==> config.mk <==
export PLATFORM = sky130hd
export DESIGN_NAME = klingon_scan_driver
export DESIGN_NICKNAME = d
export VERILOG_FILES = /design/src/rtl/klingon_scan_driver.sv
export SDC_FILE = /design/constraint.sdc
export NUM_CORES = 1
export LEC_CHECK = 0
export ABC_AREA = 1
export BUFFER_PORTS_ARGS = -buffer_cell sky130_fd_sc_hd__buf_2
export CAP_MARGIN = 10
export CORE_MARGIN = 8
export CORE_UTILIZATION = 54
export CTS_CLUSTER_SIZE = 20
export DETAILED_ROUTE_END_ITERATION = 8
export PLACE_DENSITY_LB_ADDON = 0.25
export SKIP_LAST_GASP = 1
export SYNTH_ARGS = -nofsm -noshare
export SYNTH_HDL_FRONTEND = slang
export SYNTH_SLANG_ARGS = --single-unit
==> constraint.sdc <==
create_clock -name i_clk -period 1.7 [get_ports i_clk]
set_clock_uncertainty 0.2 [all_clocks]
set_input_delay 0.255 -clock i_clk [delete_from_list [all_inputs] [get_ports i_clk]]
set_output_delay 0.255 -clock i_clk [all_outputs]
set_load 0.05 [all_outputs]
==> src/rtl/klingon_scan_driver.sv <==
// klingon_scan_driver
//   Time-multiplexed scanner for a common-anode 4-digit Klingon 7-segment
//   display. Stores four 4-bit glyph codes, shows them one at a time with a
//   dark gap between digits to stop ghosting, and drives active-low enables.
//
//   Optional build macro: KLINGON_LZ_BLANK_EN
//     defined   -> leading-zero suppression on digits 3..1 (digit 0 always lit)
//     undefined -> only the external blank mask darkens digits
//   Scan timing, code and frame_start are the same in both builds.
//
//   state | meaning
//   ------+-----------------------------------------------------------
//   SHOW  | current digit lit (unless blanked) for SCAN_DIV clocks
//   GAP   | all digits dark for GAP_CYC clocks, then advance to next digit

module klingon_scan_driver #(
  parameter int SCAN_DIV = 50000,
  parameter int GAP_CYC  = 2,
  parameter int CNT_W    = 16
) (
  input  logic       i_clk,
  input  logic       i_rst,
  input  logic       i_wr_en,
  input  logic [1:0] i_wr_addr,
  input  logic [3:0] i_wr_data,
  input  logic [3:0] i_blank,
  output logic [3:0] o_code,
  output logic [3:0] o_an,
  output logic [1:0] o_digit_idx,
  output logic       o_frame_start
);

  typedef enum logic {
    ST_SHOW = 1'b0,
    ST_GAP  = 1'b1
  } state_t;

  localparam logic [CNT_W-1:0] SHOW_LAST = CNT_W'(SCAN_DIV - 1);
  localparam logic [CNT_W-1:0] GAP_LAST  = CNT_W'(GAP_CYC - 1);

  state_t           r_state;
  logic [CNT_W-1:0] r_cnt;
  logic [1:0]       r_idx;
  logic [3:0]       r_digit [4];

  logic [3:0]       w_lz_ok;
  logic [3:0]       w_lit;
  logic [3:0]       w_onehot_n;

  // Glyph storage: a write lands on its own edge, independent of the scan.
  always_ff @(posedge i_clk or posedge i_rst) begin
    if (i_rst) begin
      for (int k = 0; k < 4; k++) begin
        r_digit[k] <= 4'd0;
      end
    end else if (i_wr_en) begin
      r_digit[i_wr_addr] <= i_wr_data;
    end
  end

  // Scan FSM: dwell counter per state, digit index advances leaving GAP.
  // Reset parks in GAP at idx 3 so the first lit digit after release is 0.
  always_ff @(posedge i_clk or posedge i_rst) begin
    if (i_rst) begin
      r_state <= ST_GAP;
      r_cnt   <= '0;
      r_idx   <= 2'd3;
    end else begin
      case (r_state)
        ST_SHOW: begin
          if (r_cnt == SHOW_LAST) begin
            r_state <= ST_GAP;
            r_cnt   <= '0;
          end else begin
            r_cnt <= r_cnt + 1'b1;
          end
        end
        ST_GAP: begin
          if (r_cnt == GAP_LAST) begin
            r_state <= ST_SHOW;
            r_cnt   <= '0;
            r_idx   <= r_idx + 2'd1;
          end else begin
            r_cnt <= r_cnt + 1'b1;
          end
        end
        default: begin
          r_state <= ST_GAP;
          r_cnt   <= '0;
        end
      endcase
    end
  end

`ifdef KLINGON_LZ_BLANK_EN
  // Digit k may light only if it or some higher digit is non-zero; digit 0 always may.
  always_comb begin
    w_lz_ok    = 4'b0001;
    w_lz_ok[3] = (r_digit[3] != 4'd0);
    w_lz_ok[2] = w_lz_ok[3] | (r_digit[2] != 4'd0);
    w_lz_ok[1] = w_lz_ok[2] | (r_digit[1] != 4'd0);
  end
`else
  // Without suppression every digit is eligible to light.
  always_comb begin
    w_lz_ok = 4'b1111;
  end
`endif

  // Output decode straight from registered state; blank mask is live.
  always_comb begin
    w_lit         = ~i_blank & w_lz_ok;
    w_onehot_n    = ~(4'b0001 << r_idx);
    o_an          = 4'b1111;
    if (r_state == ST_SHOW && w_lit[r_idx]) begin
      o_an = w_onehot_n;
    end
    o_code        = r_digit[r_idx];
    o_digit_idx   = r_idx;
    o_frame_start = (r_state == ST_SHOW) && (r_idx == 2'd0) && (r_cnt == '0);
  end

endmodule
# After elaboration in Yosys (flattened, before gate mapping)
# Index checks and enable logic that the tools add are counted.
[totals]
latch_bits = 0
word_cells = 43
input_bits = 13
rom_bits = 0
mem_bits_rw = 0
memories = 0
output_inout_bits = 11
ff_bits = 35
[op_classes]
n_reduce_logical = 7
multipliers = 0
shifts = 1
n_lt_le_gt_ge = 4
bitwise = 5
n_div = 0
add_sub_neg = 2
eq_ne = 2
n_mux = 15
[op_table]
columns = ["cell", "count"]
rows = [
  ["16-bit two-way mux", 2],
  ["16-bit one-hot mux with 2 select lines", 1],
  ["16-bit by 1-bit adder with 16-bit output (second input constant)", 1],
  ["16-bit bitwise mux", 1],
  ["16-bit by 1-bit == test with 1-bit output (second input constant)", 1],
  ["16-bit == test (second input constant)", 1],
  ["16-bit logical NOT", 1],
  ["4-bit two-way mux", 4],
  ["4-bit binary-select mux with 2-bit select", 1],
  ["4-bit demux with 2-bit select", 1],
  ["4-bit inverter", 2],
  ["3-bit >= comparator (second input constant)", 2],
  ["2-bit inverter with 3-bit output", 2],
  ["1-bit logical AND", 4],
  ["1-bit by 2-bit left shift with 4-bit output (first input constant)", 1],
  ["2-bit by 3-bit less-than comparator with 1-bit output (second input constant)", 1],
  ["3-bit by 1-bit less-than comparator with 1-bit output (second input constant)", 1],
  ["1-bit two-way mux", 3],
  ["2-bit by 1-bit adder with 2-bit output (second input constant)", 1],
  ["1-bit binary-select mux with 2-bit select", 1],
  ["2-bit logical NOT", 1],
  ["1-bit one-hot mux with 2 select lines", 1],
  ["2-bit AND reduction", 1],
  ["1-bit inverter", 1],
]

# Logic depth before layout (Yosys ltp)
[logic_depth]
ltp_word = 6
mapped_depth = 8
ltp_nobuf = 8

# Worst setup path before layout
# No wires, ideal clock.
[synth_path]
path_type = "register to output"
start = "reg r_idx[0] (netlist: o_digit_idx[0])"
end = "out o_frame_start"
arrival_time_ns = 2.289
required_time_ns = 1.245
path_stages_with_launch = 6
setup_slack_ns = -1.044
cell_sequence = "dfstp_2 inv_1 clkbuf_1 ha_1 nand3_1 nor3b_1"
[synth_via]
elab_chain_cells = 3
[synth_lines]
columns = ["element", "line", "source"]
rows = [
  ["start: declaration", "43", "logic [1:0] r_idx;"],
  ["start signal: assignment", "82", "r_idx <= r_idx + 2'd1;"],
  ["2-bit logical NOT", "120", "o_frame_start = (r_state == ST_SHOW) && (r_idx == 2'd0) && (r_cnt == '0);"],
  ["1-bit logical AND (2 in series)", "120", ""],
  ["end: declaration", "30", "output logic o_frame_start"],
]
# No other way between the ends.

# Final worst setup path
[layout_path]
start = "reg r_idx[0] (netlist: o_digit_idx[0])"
end = "out o_an[0]"
[layout_via]
elab_chain_cells = 4
[layout_lines]
columns = ["element", "line", "source"]
rows = [
  ["1-bit binary-select mux with 2-bit select", "115", "if (r_state == ST_SHOW && w_lit[r_idx]) begin"],
  ["1-bit two-way mux (not written as such)", "115", ""],
  ["1-bit logical AND", "115", ""],
  ["4-bit two-way mux (*)", "115", ""],
  ["end: declaration", "28", "output logic [3:0] o_an,"],
]
# Every way passes the cells marked *; elsewhere a longest branch is shown, timed or not. The select of a mux whose other input is x is not followed.

==> out/summary.txt <==
outcome -> complete, but fails checks
failing checks -> setup timing
met2 WL -> 2750 microns
clk root buf -> clkbuf_4
CP required -> 1.24 ns
Die ar. -> 0.00559 sq mm
number of max-cap violations -> 0
CORE AREA -> 0.00334 sq mm
Hold Path Class -> input port to register
ys async rst share -> 100%
top cells by count, synth -> 54 x nand2_1, 33 x nor2_1, 32 x dfrtp_1
Pleak -> 1.33 nW
vias in the first global route -> 1,753
DPL Wire Length -> 3270 microns
CTS tree -> built
proportion of synthesized area in mux cells -> 0%
clock tree buffer depth -> 2
Synth Area in XOR/XNOR -> 5.16%
first-pass GRT wire length -> 8050 microns
Final min period -> 2.25 ns
Final WS setup -> -0.551 ns
cell area after synthesis -> 0.00187 sq mm
ANT nets after route -> 0
setup TNS -> -4.40 ns
worst r2r dst -> r_cnt[6]
largest family of logic cells by synthesized area -> simple AND/OR/NAND/NOR gates
flops & latches, synth -> 35
Num CTS Buffers -> 5
initial antenna violation count -> 0
Fmax -> 444 MHz
termination of the worst setup path -> o_an[0]
top sig layer -> met4
ant diodes -> 0
Main synth FF type -> dfrtp_1
CTS Sinks -> 35
hold_sp -> i_wr_data[3]
Critical Path End Type -> primary output
pin count of the biggest net entering global routing -> 36
met3 wire len -> 153 microns
fin crit share -> 132%
Synthesized Nets -> 251
Starting DRT DRC Count -> 107
wire per inst -> 15.2 microns
Setup crit start kind -> register
worst-margin pin slew -> 0.444 ns
RSZ-0062 raised after global routing -> yes
via count -> 1,772
reg2reg path depth -> 10
Synth Area per Inst -> 8.08 sq um
Slew headroom -> 70.4%
simple-gate share of the synthesized area -> 28.4%
Synth Warn # -> 0
Port Buf Inserts -> 23
crit-path max FO -> 6
RR Startpoint -> r_cnt[0]
Max VDD drop -> 0.538 mV
Synth Area in Compound Gates -> 8.91%
Distinct cells, synth -> 25
leading area contributor after synthesis -> dfrtp_1
Pre-Repair DR Iteration Count -> 4
arrival time at the worst endpoint -> 1.80 ns
Initial Util -> 55.9%
die width -> 74.8 microns
share of cells above drive strength 1 -> 40.5%
placed insts -> 328
met1 WL -> 2200 microns
gpl congestion -> 0.805
critical path class -> register to primary output
most frequent cell after synthesis -> nand2_1
die height -> 74.8 microns
part of the Yosys area used for sequential elements -> 47.1%
Yosys top cell area share -> 42.9%
adder-cell share of the synthesized area -> 4.69%
Post-synth EDFFs -> 0
area grow syn2layout -> 48.3%
io pins -> 24
via-per-instance ratio -> 5.18
final WL -> 5200 microns
Post-Syn Instances -> 231
H-tree Lvls -> 2
Residual DRC -> 0
max-slew violation count -> 0
crit path from -> o_digit_idx[0]
Non-Filler Instances -> 342
Hold Fails Final Rpt -> 0
FP Rows -> 21
R2R Setup Slk -> 0.02 ns
final setup violation count -> 11
total grt overflow -> 0
fin nets -> 315
GRT Overall Usage -> 19.0%
clk_lat worst skew -> 0.35 ns
CTS clk-pin slew, worst paths -> 0.11 ns
dominant cells by area after synthesis -> dfrtp_1 43%, nand2_1 11%, nor2_1 6.6%, o21ai_0 6.4%, ha_1 4.7%
P per Cell Area -> 625 mW/mm^2
kinds of logic after synthesis:
logic type      count (synthesis)
fa+ha+maj                       7
xor+xnor                       11
buf+inv                        26
compound gates                 31
simple gates                  121
flops                          35
cell usage in the layout, fill, tap and decap left out, types with 8 or more instances in the layout:
master | Yosys | routed
inv_1 | 22 | 20
nand3_1 | 15 | 12
buf_4 | 0 | 27
dfrtp_1 | 32 | 32
nand2_1 | 54 | 44
buf_6 | 1 | 13
nand2_2 | 3 | 8
nor2_1 | 33 | 22
nor2_2 | 7 | 16
buf_2 | 1 | 12
o21ai_0 | 24 | 16
worst max-delay path: stages (launching register included):
cell	delay, ns
dfstp_4	0.68
inv_8	0.05
nand2_2	0.06
nand3_2	0.08
a21oi_4	0.29
nand2_2	0.11
buf_8	0.17
worst min path at each step:
stage,to,slack [ns],cells after the start
2_1_floorplan,r_cnt[0],0.21,1
3_3_place_gp,r_cnt[8],0.17,3
3_5_place_dp,r_cnt[8],0.18,3
4_1_cts,r_digit[8],0.01,3
5_1_grt,r_digit[7],0.04,3
6_report,r_digit[15],0.01,3
per-stage QoR:
stage | hold slack, ns | cell area (sq um) | worst slack (ns) | power (mW) | utilization (%)
after global placement | 0.171 | 2390 | -0.167 | 1.16 | 71.7
final | 0.0130 | 2770 | -0.551 | 1.73 | 82.9
after floorplan | 0.207 | 2000 | -0.253 | 1.10 | -
after global routing | 0.0431 | 2770 | -0.612 | 1.79 | 82.9
after detailed placement | 0.182 | 2390 | -0.214 | 1.17 | 71.7
after CTS | 0.0118 | 2590 | -0.502 | 1.71 | 77.6
registers in the layout (all words and copies together), names as in the netlist:
name,flops
r_cnt,16
o_digit_idx,2
r_state,1
r_digit,16
area by class of cell:
type / instances / area [sq um]
Clock buffer: 8 / 68.8
Fill cell: 200 / 569
Inverter: 23 / 97.6
Multi-Input combinational cell: 171 / 1140
Sequential cell: 35 / 887
Tap cell: 46 / 57.6
Timing Repair Buffer: 59 / 514
what timing repair did:
action / 4_1_cts / 5_1_grt
gates resized for setup: 38 / 42
setup buffers: 0 / 7
pin swaps: 5 / 10
cloned: 1 / 0
endpoints found under the setup margin: 13 / 23
hold endpoints to repair: 32 / 0
hold buffers: 1 / 0
metal layers:
layer  GRT usage [%]  vias up
li1                -      871
met1            23.0      861
met2            31.9       30
met3            4.79       10
met4            6.30        0
met5               0        -
report_power, final:
part	internal, mW	switching (mW)	total, mW
sequential	0.893	0.0438	0.936
clock	0.243	0.291	0.535
combinational	0.0990	0.159	0.258
total	1.24	0.494	1.73
Note: power is estimated with default switching activity, not from simulation.
